==> src/rtl/cdb_arbiter.sv <==
// Common data bus arbiter: one holding buffer per functional unit,
// round-robin broadcast, age-based squash on branch flush.
module cdb_arbiter (
    input  logic        clk,
    input  logic        rst_n,
    input  logic        alu_valid,
    input  logic [6:0]  alu_pd,
    input  logic [4:0]  alu_rob,
    input  logic [31:0] alu_data,
    output logic        alu_ready,
    input  logic        mem_valid,
    input  logic [6:0]  mem_pd,
    input  logic [4:0]  mem_rob,
    input  logic [31:0] mem_data,
    output logic        mem_ready,
    input  logic        br_valid,
    input  logic [6:0]  br_pd,
    input  logic [4:0]  br_rob,
    input  logic [31:0] br_data,
    output logic        br_ready,
    input  logic        flush_valid,
    input  logic [4:0]  flush_tag,
    input  logic [4:0]  rob_head,
    output logic        cdb_valid,
    output logic [6:0]  cdb_pd,
    output logic [4:0]  cdb_rob,
    output logic [31:0] cdb_data,
    output logic [1:0]  cdb_src
);

    typedef struct packed {
        logic [6:0]  pd;
        logic [4:0]  rob;
        logic [31:0] data;
    } cdb_ent_t;

    cdb_ent_t   in_ent [3];
    cdb_ent_t   buf_q  [3];
    logic [2:0] in_valid;
    logic [2:0] full_q;
    logic [2:0] keep;
    logic [2:0] in_young;
    logic [2:0] grant;
    logic [2:0] ready;
    logic [2:0] accept;
    logic [1:0] rr_ptr;
    logic [1:0] gnt_idx;
    logic [1:0] p0, p1, p2;
    logic       gnt_any;

    // Ages are taken relative to rob_head so the compare survives index wrap.
    function automatic logic younger(
        input logic [4:0] rob,
        input logic [4:0] head,
        input logic [4:0] tag
    );
        logic [4:0] age_r;
        logic [4:0] age_t;
        age_r = rob - head;
        age_t = tag - head;
        return age_r > age_t;
    endfunction

    function automatic logic [1:0] inc3(input logic [1:0] p);
        return (p == 2'd2) ? 2'd0 : p + 2'd1;
    endfunction

    assign in_valid = {br_valid, mem_valid, alu_valid};

    always_comb begin
        in_ent[0] = '{pd: alu_pd, rob: alu_rob, data: alu_data};
        in_ent[1] = '{pd: mem_pd, rob: mem_rob, data: mem_data};
        in_ent[2] = '{pd: br_pd,  rob: br_rob,  data: br_data};
    end

    always_comb begin
        keep     = '0;
        in_young = '0;
        for (int i = 0; i < 3; i++) begin
            keep[i] = full_q[i] &
                      !(flush_valid &
                        younger(buf_q[i].rob, rob_head, flush_tag));
            in_young[i] = flush_valid &
                          younger(in_ent[i].rob, rob_head, flush_tag);
        end
    end

    assign p0 = rr_ptr;
    assign p1 = inc3(p0);
    assign p2 = inc3(p1);

    always_comb begin
        gnt_any = 1'b1;
        gnt_idx = 2'd0;
        if (keep[p0])      gnt_idx = p0;
        else if (keep[p1]) gnt_idx = p1;
        else if (keep[p2]) gnt_idx = p2;
        else               gnt_any = 1'b0;
    end

    assign grant  = gnt_any ? (3'b001 << gnt_idx) : 3'b000;
    assign ready  = (~full_q | grant) & ~in_young;
    assign accept = in_valid & ready;

    assign alu_ready = ready[0];
    assign mem_ready = ready[1];
    assign br_ready  = ready[2];

    always_comb begin
        cdb_valid = gnt_any;
        cdb_pd    = '0;
        cdb_rob   = '0;
        cdb_data  = '0;
        cdb_src   = '0;
        if (gnt_any) begin
            cdb_pd   = buf_q[gnt_idx].pd;
            cdb_rob  = buf_q[gnt_idx].rob;
            cdb_data = buf_q[gnt_idx].data;
            cdb_src  = gnt_idx;
        end
    end

    always_ff @(posedge clk or negedge rst_n) begin
        if (!rst_n) begin
            full_q <= '0;
            rr_ptr <= 2'd0;
            for (int i = 0; i < 3; i++) buf_q[i] <= '0;
        end else begin
            if (gnt_any) rr_ptr <= inc3(gnt_idx);
            for (int i = 0; i < 3; i++) begin
                if (accept[i]) begin
                    full_q[i] <= 1'b1;
                    buf_q[i]  <= in_ent[i];
                end else if (grant[i] || !keep[i]) begin
                    full_q[i] <= 1'b0;
                end
            end
        end
    end

endmodule

==> config.mk <==
export PLATFORM = sky130hd
export DESIGN_NAME = cdb_arbiter
export DESIGN_NICKNAME = d
export VERILOG_FILES = /design/src/rtl/cdb_arbiter.sv
export SDC_FILE = /design/constraint.sdc
export NUM_CORES = 1
export LEC_CHECK = 0
export CORE_MARGIN = 4
export CORE_UTILIZATION = 45
export DETAILED_ROUTE_END_ITERATION = 7
export GPL_ROUTABILITY_DRIVEN = 0
export PLACE_DENSITY = 0.77
export SLEW_MARGIN = 20
export SYNTH_ARGS = -nofsm -noshare
export SYNTH_HDL_FRONTEND = slang
export SYNTH_SLANG_ARGS = --single-unit
==> constraint.sdc <==
create_clock -name clk -period 8.4 [get_ports clk]
set_input_delay 2.52 -clock clk [delete_from_list [all_inputs] [get_ports clk]]
set_output_delay 2.52 -clock clk [all_outputs]
set_load 0.02 [all_outputs]
== Yosys cells after proc, flatten, opt, wreduce, memory -nomap -nowiden ==
Cells that the tools add are included.
Storage, ports and cells
  output and inout bits: 50
  logic and storage cells: 93
  input bits: 148
  flip-flop bits (word level): 137
Operators by class
  equality and inequality tests: 3
  multiplexer cells: 29
  shift-type cells: 1
  reductions and logical operators: 12
  bitwise logic cells: 15
  add/sub/neg operators: 10
  magnitude comparators: 10
Operator list (count)
  $bmux 44 s2: 1
  $mux 44: 2
  $sub 5x5->5: 7
  $mux 32: 1
  $gt 5x5->1: 6
  $mux 2: 7
  $mux 1: 12
  $and 1x1->1: 9
  $lt 2x3->1 const B: 3
  $mux 7: 1
  $add 2x1->2 const B: 3
  $and 3x3->3: 2
  $bmux 1 s2: 3
  $eq 2x2->1 const B: 3
  $logic_not 1->1: 6
  $not 3->3: 2
  $reduce_bool 2->1: 3
  $mux 5: 1
  $ge 3x3->1 const B: 1
  $logic_or 1x1->1: 3
  $mux 3: 1
  $not 2->3: 1
  $or 3x3->3: 1
  $shl 1x2->3 const A: 1

== Logic depth before layout (Yosys ltp) ==
  depth after elaboration: 16
  depth in mapped cells: 20
  mapped depth without buffers: 18

== Least setup slack after synthesis ==
Ideal clock, no wire load.
  path kind: input-to-output
  from: input flush_tag[0]
  to: output cdb_pd[0]
  data required time: 5.880 ns
  path slack: -0.480 ns
  arrival time: 6.360 ns
  stages: 20
  buffers on the path: 2
  cells stage by stage: clkbuf_1 inv_1 ha_1 inv_1 fa_1 a21o_1 a21oi_1 xnor2_1 ha_1 nand3_1 nor2_1 and4b_1 a221o_1 a211oi_2 or2_2 o2111ai_4 inv_2 buf_1 a22oi_1 nand2_1
On the way
  cells in the longest elaborated chain, start to end: 15
  elaborated cells between the ends (all ways): 30
  classes of those cells: add/sub: 1; order compare: 3; mux: 16; bitwise: 7; reduce/logical: 3
RTL lines
  start: declaration: line 22  | input logic [4:0] flush_tag,
  $sub 5x5->5 *: line 60  | age_t = tag - head;
  $gt 5x5->1: line 61  | return age_r > age_t;
  $and 1x1->1: line 81  | !(flush_valid &
  $logic_not 1->1: line 81
  $and 1x1->1: line 80  | keep[i] = full_q[i] &
  $bmux 1 s2: line 97  | else if (keep[p2]) gnt_idx = p2;
  $mux 1 (not written as such): line 97
  $mux 2: line 97
  $mux 2: line 96  | else if (keep[p1]) gnt_idx = p1;
  $mux 2: line 95  | if (keep[p0]) gnt_idx = p0;
  $not 2->3 (not written as such): line 116  | cdb_pd = buf_q[gnt_idx].pd;
  $bmux 44 s2: line 116
  $mux 44 (2 in a row)
  $mux 7 *: line 115  | if (gnt_any) begin
  end: declaration: line 25  | output logic [6:0] cdb_pd,
Every way passes the cells marked *; elsewhere a longest branch is shown, timed or not. The select of a mux whose other input is x is not followed.

== Worst setup path in the final report ==
  from: input rob_head[3]
  to: output cdb_data[15]
On the way
  cells in the longest elaborated chain, start to end: 15
  elaborated cells between the ends (all ways): 33
  classes of those cells: add/sub: 4; order compare: 3; mux: 16; bitwise: 7; reduce/logical: 3
RTL lines
  start: declaration: line 23  | input logic [4:0] rob_head,
  $sub 5x5->5 (on tied branches): line 59, 60
  $gt 5x5->1: line 61
  $and 1x1->1: line 81
  $logic_not 1->1: line 81
  $and 1x1->1: line 80
  $bmux 1 s2: line 97
  $mux 1 (not written as such): line 97
  $mux 2: line 97
  $mux 2: line 96
  $mux 2: line 95
  $not 2->3 (not written as such): line 118  | cdb_data = buf_q[gnt_idx].data;
  $bmux 44 s2: line 118
  $mux 44 (not written as such) (2 in a row): line 118
  $mux 32 *: line 115
  end: declaration: line 27  | output logic [31:0] cdb_data,
Marks and branches as above.

==> results.cfg <==
[critical_path]
crit_chain = clkdlybuf4s50_1 > inv_2 > ha_4 > a21oi_4 > xnor2_2 > ha_1 > nand3_2 > nor2_2 > and4b_1 > a221o_1 > a211oi_2 > o311ai_2 > and3b_2 > buf_12 > buf_12 > buf_6 > a22oi_2 > nand2_2 > buf_6
crit_arrival_ps = 6080
critical_path_class = in2out
cp_data_required_time_ps = 5880
cp_slowest_cell = clkdlybuf4s50_1
cpPeakStageDelay_ps = 410
path_max_fanout = 6
cp-start-kind = input pin
cp-end-kind = output pin

[final_layout]
antenna-diode-count = 0
nNetsFinal = 1174
drive_gt1_share_pct = 44.57
fin_area_um2 = 12210
syn2layout_area_growth_pct = 54.57

[placed_design]
dp_hpwl_mm = 16.79
post-place-ws_ps = -1087
portBuffers = 197
place_area_um2 = 10800

[grt]
grt_use_total_pct = 24.66
grt_pass1_vias = 7111
overflow = 0
antenna_found_initial = 0
grt_pass1_wl_mm = 37.93
grt_max_degree = 73

[timing]
fmax_ghz = 0.1163
tightest_slew_ps = 945.4
finalSetupViolations = 45
finalHoldViolations = 0
fin_ws_ps = -195.3
rsz0062_at_grt = yes
slew_violations = 0
post-route-period-util_pct = 102.3
max_slew_margin_pct = 36.98
timing.final.crit_period_ps = 8595
fin_skew_ps = 14.22

[clocking]
cts_sinks = 137
cts_made_buffers = 17
clk_pin_slew_ps = 60
cts-root-buf = clkbuf_16
cts-htree-levels = 4
cts_tree = yes
clock_path_buffers = 2
clock_latency_ps = 420
postCtsHoldBufs = 0

[yosys]
synth_edf_count = 0
yosys_most_used_dff = dfrtp_1
synth_top_area_cell = dfrtp_1
synth_most_common_cell = dfrtp_1
synth_area_um2 = 7899
synth_commonest_cells = dfrtp_1, nand2_1, mux2_2
synth-seq-area-share_pct = 43.40
syn_nets = 872
ys_ff_latch = 137
syn_avg_cell_area_um2 = 11.79
synth_cell_types = 59
yosys_warnings = 0
synth.top_cell.area_share_pct = 43.40
syn_inst = 670
async_flop_share_pct = 100.0
synth.area.top_cells = dfrtp_1, mux2_2, ha_1, mux2_4, nand2_1

[die]
die_x_um = 140.5
num_rows = 48
fp.dieArea_um2 = 19740
coreArea_um2 = 17240
die_h_um = 140.5
start_util_pct = 45.83
io_pins = 198

[drt]
routed_wl_mm = 24.31
drc = 0
vias = 6455
via_per_inst = 5.335
ant_nets = 0
wl_per_cell_um = 20.09
drtIter0Drc = 281
drt_pass1_iterations = 4

[flow_run]
cap_violations = 0

[outcome]
violations = negative setup slack
status = complete, but fails checks

[worst_hold_path]
hold_path_class = reg2reg
-- what timing repair did --
| action | CTS | global route |
|---|---|---|
| pin swaps | 71 | 45 |
| hold endpoints to repair | 0 | 0 |
| cloned | 6 | 1 |
| setup buffers | 18 | 6 |
| endpoints found under the setup margin | 50 | 50 |
| gates resized for setup | 362 | 46 |
-- cells in the final DEF (no fill, tap or decap), types with 3 or more instances in the layout --
master / netlist / final
nand4_1: 3 / 3
mux2_2: 85 / 85
nand2b_1: 6 / 6
a21oi_1: 16 / 12
o21ai_0: 11 / 10
fa_1: 7 / 5
a21boi_0: 5 / 3
clkinvlp_4: 0 / 6
dlygate4sd2_1: 0 / 3
dfrtp_1: 137 / 137
buf_16: 0 / 5
nand2_1: 97 / 66
inv_4: 0 / 3
a21oi_2: 0 / 3
mux2_4: 38 / 38
ha_4: 0 / 3
xor2_1: 11 / 10
a21oi_4: 2 / 3
ha_1: 47 / 43
o21a_1: 5 / 5
mux2i_1: 4 / 4
a22oi_2: 0 / 44
buf_6: 8 / 54
nand2_2: 1 / 32
nor2_1: 6 / 5
a21o_1: 16 / 16
inv_6: 0 / 6
mux2_1: 6 / 6
xnor2_1: 24 / 21
inv_1: 23 / 18
clkdlybuf4s50_1: 0 / 140
buf_2: 2 / 3
buf_12: 0 / 10
buf_4: 4 / 92
clkbuf_16: 0 / 18
-- through the flow --
step	utilization, %	hold slack, ps	std cells	setup TNS, ps
global route	70.83	515.2	1210	-10340
finish	70.83	506.1	1210	-5026
detailed placement	62.64	475.5	1149	-50690
floorplan	-	459.0	670	-363.8
global placement	62.64	468.2	1149	-49040
CTS	69.79	510.3	1205	-10320
-- cell type report --
class | count | area (um^2)
Fill cell | 1222 | 5027
Multi-Input combinational cell | 480 | 4669
Sequential cell | 137 | 3428
Timing Repair Buffer | 311 | 3139
Clock buffer | 17 | 425.4
Tap cell | 225 | 281.5
Clock inverter | 15 | 158.9
Inverter | 25 | 106.4
-- final timing paths --
check	end	from	slack, ps	cells after the start
worst max-delay path	cdb_data[15]	rob_head[3]	-200	19
worst min-delay path	buf_q[25]	buf_q[25]	510	1
worst max register to register	buf_q[65]	buf_q[76]	3690	21
worst min register to register	buf_q[25]	buf_q[25]	510	1
max in group asynchronous	buf_q[78]	rst_n	4920	2
min in group asynchronous	buf_q[88]	rst_n	2070	1
-- registers in the layout, summed over array words and instances (netlist names) --
signal	flops
buf_q	132
full_q	3
p0	2
-- worst max-delay path: cells and delay by family --
family,cells,cell delay [ps]
buf+inv,6,1120
simple gates,5,640
compound gates,5,1040
fa+ha+maj,2,550
xor+xnor,1,180
-- metal layers --
layer	track usage, %	vias to the layer above	routed length [um]
met2	41.56	229	12120
met4	9.485	0	678
met5	0	-	0
li1	-	3014	-
met3	7.853	46	1874
met1	29.45	3166	9643
-- kinds of logic after synthesis --
family	Yosys count	synth area share (%)
AOI/OAI and AO/OA	124	11.67
and+or+nand+nor	132	7.366
adders and majority gates	56	9.472
muxes	133	20.70
xor gates and xnor gates	35	3.881
buffers and inverters	53	3.501
DFF	137	43.40
Power is left out: the tool's default activity adds up to more than one toggle a clock period on the data nets, which glitch-free logic cannot reach.
